**config.mk**
```make
export PLATFORM = sky130hd
export DESIGN_NAME = regfile_mp
export DESIGN_NICKNAME = d
export VERILOG_FILES = /design/src/rtl/regfile_mp_pkg.sv /design/src/rtl/regfile_mp_clr_fsm.sv /design/src/rtl/regfile_mp.sv
export SDC_FILE = /design/constraint.sdc
export NUM_CORES = 1
export LEC_CHECK = 0
export CAP_MARGIN = 20
export CORE_MARGIN = 2
export CORE_UTILIZATION = 54
export CTS_BUF_LIST = sky130_fd_sc_hd__clkbuf_16
export DETAILED_ROUTE_END_ITERATION = 6
export PLACE_DENSITY_LB_ADDON = 0.1
export SLEW_MARGIN = 20
export SYNTH_ARGS = -nofsm -noshare
export SYNTH_HDL_FRONTEND = slang
export SYNTH_SLANG_ARGS = --single-unit
export TNS_END_PERCENT = 20
```
**constraint.sdc**
```tcl
create_clock -name clk -period 2.4 [get_ports clk]
set_input_delay 0.6 -clock clk [delete_from_list [all_inputs] [get_ports clk]]
set_output_delay 0.6 -clock clk [all_outputs]
set_load 0.03 [all_outputs]
```
**src/rtl/regfile_mp_pkg.sv**
```systemverilog
// -----------------------------------------------------------------------------
// regfile_mp_pkg
// Shared definitions for the multi-port register file:
//   - state_t : clear sequencer states (IDLE, CLEAR)
//   - CC_N / CC_Z / CC_P : condition-code encodings for {N,Z,P}
//   - cc_encode() : maps sign/zero flags of a written value to a CC code
// Optional feature macro used by the register file: REGFILE_MP_BYPASS_EN
// -----------------------------------------------------------------------------
package regfile_mp_pkg;

   typedef enum logic [0:0] {
      IDLE  = 1'b0,
      CLEAR = 1'b1
   } state_t;

   localparam logic [2:0] CC_N = 3'b100;
   localparam logic [2:0] CC_Z = 3'b010;
   localparam logic [2:0] CC_P = 3'b001;

   // Negative wins over zero; a value cannot be both, so order only matters
   // for clarity.
   function automatic logic [2:0] cc_encode(input logic neg_s, input logic zero_s);
      logic [2:0] cc_s;
      if (neg_s) begin
         cc_s = CC_N;
      end else if (zero_s) begin
         cc_s = CC_Z;
      end else begin
         cc_s = CC_P;
      end
      return cc_s;
   endfunction

endpackage

```
**src/rtl/regfile_mp_clr_fsm.sv**
```systemverilog
// -----------------------------------------------------------------------------
// regfile_mp_clr_fsm
// Bulk-clear sequencer and write qualification for regfile_mp.
// Ports:
//   clk, rst_n   : clock, asynchronous active-low reset
//   ld_reg       : raw write request
//   clr_req      : bulk clear request (ignored while clearing)
//   wr_accept    : write may update the array this cycle (IDLE only)
//   clr_start    : IDLE->CLEAR transition happens at the coming edge
//   clr_en       : array entry clr_idx is zeroed at the coming edge
//   clr_idx      : index of the entry being cleared
//   clr_busy     : registered, high for exactly DEPTH cycles per clear
//   wr_drop      : registered one-cycle pulse after a write rejected in CLEAR
// -----------------------------------------------------------------------------
module regfile_mp_clr_fsm
   import regfile_mp_pkg::*;
#(
   parameter int DEPTH = 8,
   parameter int AW    = $clog2(DEPTH)
) (
   input  logic          clk,
   input  logic          rst_n,
   input  logic          ld_reg,
   input  logic          clr_req,
   output logic          wr_accept,
   output logic          clr_start,
   output logic          clr_en,
   output logic [AW-1:0] clr_idx,
   output logic          clr_busy,
   output logic          wr_drop
);

   localparam logic [AW-1:0] LAST_IDX = AW'(DEPTH - 1);
   localparam logic [AW-1:0] ONE_IDX  = AW'(1);
   localparam logic [AW-1:0] ZERO_IDX = AW'(0);

   state_t state_r;

   // Decode the current state into per-cycle qualifiers for the array.
   always_comb begin
      wr_accept = 1'b0;
      clr_start = 1'b0;
      clr_en    = 1'b0;
      case (state_r)
         IDLE: begin
            wr_accept = ld_reg;
            clr_start = clr_req;
         end
         CLEAR: begin
            clr_en = 1'b1;
         end
         default: begin
            clr_en = 1'b0;
         end
      endcase
   end

   // Sequencer state, clear index, busy flag and dropped-write pulse.
   always_ff @(posedge clk or negedge rst_n) begin
      if (!rst_n) begin
         state_r  <= IDLE;
         clr_idx  <= ZERO_IDX;
         clr_busy <= 1'b0;
         wr_drop  <= 1'b0;
      end else begin
         wr_drop <= ld_reg & (state_r == CLEAR);
         case (state_r)
            IDLE: begin
               if (clr_req) begin
                  state_r  <= CLEAR;
                  clr_idx  <= ZERO_IDX;
                  clr_busy <= 1'b1;
               end else begin
                  state_r  <= IDLE;
                  clr_busy <= 1'b0;
               end
            end
            CLEAR: begin
               // clr_req is deliberately not looked at here: no restart.
               if (clr_idx == LAST_IDX) begin
                  state_r  <= IDLE;
                  clr_idx  <= ZERO_IDX;
                  clr_busy <= 1'b0;
               end else begin
                  clr_idx  <= clr_idx + ONE_IDX;
                  clr_busy <= 1'b1;
               end
            end
            default: begin
               state_r  <= IDLE;
               clr_idx  <= ZERO_IDX;
               clr_busy <= 1'b0;
            end
         endcase
      end
   end

endmodule

```
**src/rtl/regfile_mp.sv**
```systemverilog
// -----------------------------------------------------------------------------
// regfile_mp
// Multi-read-port register file with condition codes and bulk clear.
// Parameters: WIDTH (data bits), DEPTH (entries, power of two >= 2),
//             NRD (read ports).
// Ports:
//   clk, rst_n : clock, asynchronous active-low reset
//   ld_reg, dr, data : write enable, write address, write data
//   ld_cc      : load cc_nzp from data on an accepted write
//   sr_addr    : packed read addresses, port i at [i*AW +: AW]
//   sr_data    : packed combinational read data, port i at [i*WIDTH +: WIDTH]
//   cc_nzp     : condition code register {N,Z,P}
//   clr_req    : start a DEPTH-cycle clear of all entries
//   clr_busy   : high while the clear runs
//   wr_drop    : one-cycle pulse after a write arrives during a clear
// Optional macro: REGFILE_MP_BYPASS_EN -- when defined, a read of the address
// being written in the same cycle returns the incoming data.
// -----------------------------------------------------------------------------
module regfile_mp
   import regfile_mp_pkg::*;
#(
   parameter  int WIDTH = 16,
   parameter  int DEPTH = 8,
   parameter  int NRD   = 2,
   localparam int AW    = $clog2(DEPTH)
) (
   input  logic                 clk,
   input  logic                 rst_n,
   input  logic                 ld_reg,
   input  logic [AW-1:0]        dr,
   input  logic [WIDTH-1:0]     data,
   input  logic                 ld_cc,
   input  logic [NRD*AW-1:0]    sr_addr,
   output logic [NRD*WIDTH-1:0] sr_data,
   output logic [2:0]           cc_nzp,
   input  logic                 clr_req,
   output logic                 clr_busy,
   output logic                 wr_drop
);

   logic [WIDTH-1:0] regs_r [DEPTH];
   logic [2:0]       cc_r;
   logic             wr_accept_s;
   logic             clr_start_s;
   logic             clr_en_s;
   logic [AW-1:0]    clr_idx_s;

   regfile_mp_clr_fsm #(
      .DEPTH (DEPTH),
      .AW    (AW)
   ) u_clr_fsm (
      .clk       (clk),
      .rst_n     (rst_n),
      .ld_reg    (ld_reg),
      .clr_req   (clr_req),
      .wr_accept (wr_accept_s),
      .clr_start (clr_start_s),
      .clr_en    (clr_en_s),
      .clr_idx   (clr_idx_s),
      .clr_busy  (clr_busy),
      .wr_drop   (wr_drop)
   );

   // Storage array: clear sweep and accepted writes are mutually exclusive
   // because writes are only accepted outside the clear.
   always_ff @(posedge clk or negedge rst_n) begin
      if (!rst_n) begin
         for (int i = 0; i < DEPTH; i++) begin
            regs_r[i] <= {WIDTH{1'b0}};
         end
      end else if (clr_en_s) begin
         regs_r[clr_idx_s] <= {WIDTH{1'b0}};
      end else if (wr_accept_s) begin
         regs_r[dr] <= data;
      end else begin
         regs_r[dr] <= regs_r[dr];
      end
   end

   // Condition codes: entering a clear forces Z, even when a write with
   // ld_cc is accepted on that same edge.
   always_ff @(posedge clk or negedge rst_n) begin
      if (!rst_n) begin
         cc_r <= CC_Z;
      end else if (clr_start_s) begin
         cc_r <= CC_Z;
      end else if (wr_accept_s && ld_cc) begin
         cc_r <= cc_encode(data[WIDTH-1], data == {WIDTH{1'b0}});
      end else begin
         cc_r <= cc_r;
      end
   end

   assign cc_nzp = cc_r;

   // Independent combinational read ports.
   always_comb begin
      sr_data = {(NRD*WIDTH){1'b0}};
      for (int i = 0; i < NRD; i++) begin
`ifdef REGFILE_MP_BYPASS_EN
         if (wr_accept_s && (sr_addr[i*AW +: AW] == dr)) begin
            sr_data[i*WIDTH +: WIDTH] = data;
         end else begin
            sr_data[i*WIDTH +: WIDTH] = regs_r[sr_addr[i*AW +: AW]];
         end
`else
         sr_data[i*WIDTH +: WIDTH] = regs_r[sr_addr[i*AW +: AW]];
`endif
      end
   end

endmodule

```
==> results by group <==
Min path
  – HP Class: in -> async

STA
  – Final worst slack: -174.1 ps
  – Final Hold Vio Count: 0
  – Final Skew: 6.284 ps
  – Total Neg Setup Slack: -3690 ps
  – Rel. slew slack: 0.2978
  – Slew Viols, Final: 0
  – Worst Max-Slew Pin Slew: 1053 ps
  – Final period util: 1.073
  – Fin crit period: 2574 ps
  – Final Hold Slack: 286.7 ps
  – FMAX: 388.5 MHz
  – Unrepaired setup endpoints after global routing: yes
  – Final setup vio count: 31

CTS
  – H-tree Lvls: 4
  – CTS sink cnt: 136
  – Clock root cell: clkbuf_16
  – CTS Buf Count: 17
  – CTS Buffer Depth: 2
  – Clock transition at the registers of the reported paths: 60 ps
  – TritonCTS clock tree: done
  – Clk_lat worst skew: 420 ps

Worst setup path
  – Reg2Reg Depth: 5
  – CP max-delay cell: mux4_2
  – Worst path cell trace: buf_12 > buf_12 > buf_12 > mux4_2 > mux2_4 > buf_6
  – Worst Path Required: 1800 ps
  – Crit-path max cell delay: 540 ps
  – Reg2reg setup slack: 210 ps
  – Critical Path Start: sr_addr[0]
  – CP Launch Type: input port
  – Crit path max fanout: 8
  – Worst setup EP type: primary output
  – Cell mode on critical path: buf_12
  – End of the worst register-to-register path: regs_r[95]
  – WP data arrival: 1970 ps
  – Crit Path Class: in -> out
  – R2r startpoint: u_clr_fsm.state_r

Global route
  – First-pass GRT wire length: 49.25 mm
  – Pin count of the biggest net entering global routing: 137
  – Vias in the first global route: 8170
  – GRT overflow: 0
  – Antenna violations before repair: 0
  – Gr usage total: 0.3800

Layout
  – Diodes inserted: 0
  – Nets@finish: 855
  – Post-route cell area: 11530 µm²
  – Fin cells: 1052
  – Layout cells sized above 1: 0.4354
  – P&R area growth vs syn: 30.80%
  – Fin util: 0.7233

Floorplanning
  – Die Span Y: 131.8 µm
  – Die X: 131.8 µm
  – Die area: 17360 µm²
  – Io pins: 67
  – Initial Utilization: 0.5530
  – # rows: 46
  – Core Area: 15940 µm²

Power and ir drop
  – Power per cell area: 1035 nW/µm²
  – Peak supply drop: 0.0006512 V
  – P_leak: 4.925 nW
  – Total chip power: 11.93 mW

Yosys
  – Post-synth cell types: 61
  – Synth Area in Adders: 0.002838
  – Post-synthesis sequential area ratio: 0.3862
  – Synth Cell Area: 8816 µm²
  – Ys flop type: dfrtp_1
  – Post-Synthesis Cells: 682
  – Synth Area in Compound Gates: 0.2498
  – Largest family of logic cells by synthesized area: compound AO/OA/AOI/OAI gates
  – Synth Area in Simple Gates: 0.06642
  – Proportion of synthesized area in mux cells: 0.2489
  – Number of synthesized flops with an enable pin: 0
  – Synthesis Warnings: 0
  – Xor/xnor share of the synthesized area: 0
  – #FFs+latches synth: 136
  – Post-synth ARST share: 1.000
  – Syn Area/Cell: 12.93 µm²
  – Post-Syn Nets: 714

Detailed routing
  – Drt wl/cell: 31.09 µm
  – Drt via density: 7.657
  – Post-Route WL: 32.71 mm
  – DR iter-0 viols: 945
  – Antenna violation net count after detailed routing: 0
  – Pre-antenna DRT Iters: 6
  – DRC: 0
  – Via count: 8055

Placement
  – GPL Wtd Cong: 0.9469
  – Post-DP Area: 10440 µm²
  – Setup slack at placement: -748.3 ps
  – Placed cells: 1006
  – Hpwl dp: 20.30 mm
  – PortBufs: 66

Run
  – Max-Cap Viols: 0

Outcome
  – Failing checks: negative setup slack
  – Status: finished with violations
metal layers:
layer,vias up,wire (µm),global-route usage
met5,-,0,0
met2,616,15830,0.6137
li1,3196,-,-
met4,0,2022,0.2397
met1,4074,11660,0.4624
met3,169,3194,0.09073
cell families after synthesis:
logic type / count (synthesis)
compound gates: 240
fa+ha+maj: 2
buf+inv: 82
flops: 136
mux: 134
simple gates: 88
cells in the final DEF, fill, tap and decap left out, types with 4 or more instances in the layout:
| cell | netlist | routed |
|---|---|---|
| dfrtp_1 | 135 | 135 |
| a32o_1 | 114 | 114 |
| buf_4 | 4 | 107 |
| mux4_2 | 64 | 64 |
| a31o_2 | 32 | 32 |
| mux2i_1 | 28 | 28 |
| mux2_2 | 42 | 24 |
| buf_6 | 6 | 24 |
| clkdlybuf4s50_1 | 0 | 23 |
| buf_12 | 0 | 19 |
| mux2_4 | 0 | 18 |
| nand2b_1 | 18 | 18 |
| clkbuf_16 | 0 | 18 |
| nand2_1 | 16 | 16 |
| a22o_1 | 14 | 14 |
| o2bb2ai_1 | 11 | 11 |
| clkdlybuf4s15_2 | 0 | 11 |
| nor2_1 | 10 | 10 |
| a221oi_1 | 8 | 8 |
| inv_1 | 3 | 7 |
| o21ai_0 | 7 | 7 |
| nor3b_1 | 7 | 7 |
| a31o_1 | 7 | 7 |
| a31oi_1 | 9 | 6 |
| nor2b_1 | 6 | 5 |
| o21ai_1 | 5 | 5 |
| a21oi_1 | 5 | 5 |
| and2_1 | 4 | 4 |
| o22a_1 | 4 | 4 |
| a31oi_2 | 1 | 4 |
| nor4_1 | 4 | 4 |
| bufinv_16 | 0 | 4 |
| buf_16 | 0 | 4 |
| buf_2 | 29 | 4 |
flip-flops by register name, summed over array words and instances, names as in the netlist:
register,cells
u_clr_fsm.state_r,1
u_clr_fsm.wr_drop,1
regs_r,128
cc_nzp,3
u_clr_fsm.clr_idx,3
Yosys cell counts (3+ instances only):
| master | instances | share of area |
|---|---|---|
| nor3b_1 | 7 | 0.0060 |
| clkbuf_1 | 38 | 0.016 |
| buf_4 | 4 | 0.0034 |
| o21ai_1 | 5 | 0.0028 |
| nand2b_1 | 18 | 0.013 |
| inv_1 | 3 | 0.0013 |
| nand2_1 | 16 | 0.0068 |
| nand3_1 | 3 | 0.0017 |
| and2_1 | 4 | 0.0028 |
| nor4b_4 | 3 | 0.0081 |
| a31o_1 | 7 | 0.0070 |
| dfrtp_1 | 135 | 0.38 |
| mux4_2 | 64 | 0.16 |
| a31oi_1 | 9 | 0.0064 |
| mux2i_1 | 28 | 0.032 |
| nor4_1 | 4 | 0.0028 |
| nor2b_1 | 6 | 0.0043 |
| nor2_1 | 10 | 0.0043 |
| buf_6 | 6 | 0.0077 |
| buf_2 | 29 | 0.016 |
| o21ai_2 | 3 | 0.0030 |
| and3_1 | 3 | 0.0021 |
| mux2_2 | 42 | 0.054 |
| o21ai_0 | 7 | 0.0040 |
| a31o_2 | 32 | 0.032 |
| o22a_1 | 4 | 0.0040 |
| a21oi_1 | 5 | 0.0028 |
| o2bb2ai_1 | 11 | 0.011 |
| a221oi_1 | 8 | 0.0079 |
| a22o_1 | 14 | 0.014 |
| a32o_1 | 114 | 0.13 |
how the worst max path moves through the flow:
stage | endpoint | slack (ps) | cells past startpoint
finish | sr_data[9] | -170 | 6
CTS | sr_data[9] | -160 | 6
global placement | sr_data[6] | -750 | 5
floorplan | sr_data[20] | -0.8 | 4
global route | sr_data[9] | -200 | 6
detailed placement | sr_data[11] | -750 | 5
worst max-delay path, delay by kind of cell:
family | cells | cell delay [ps]
buf+inv | 4 | 540
mux | 2 | 830
what timing repair did:
action | in CTS | in global routing
cloned | 7 | 1
hold buffers | 0 | 0
setup buffers | 3 | 3
gates resized for setup | 139 | 9
endpoints found under the setup margin | 32 | 32
report_power, final:
group / internal [mW] / switching (mW)
clock network: 1.70 / 0.975
logic: 2.69 / 2.67
registers: 3.05 / 0.836
total: 7.45 / 4.48
area by class of cell:
cell class              count  area, µm²
multi-input cells         464       5126
fillers                  1105       4412
flip-flops and latches    136       3405
repair buffers            201       2125
clock buffers              17      425.4
well taps                 216      270.3
clock inverters            15      168.9
inverters                   3      11.26
Note: power is estimated with default switching activity, not from simulation.
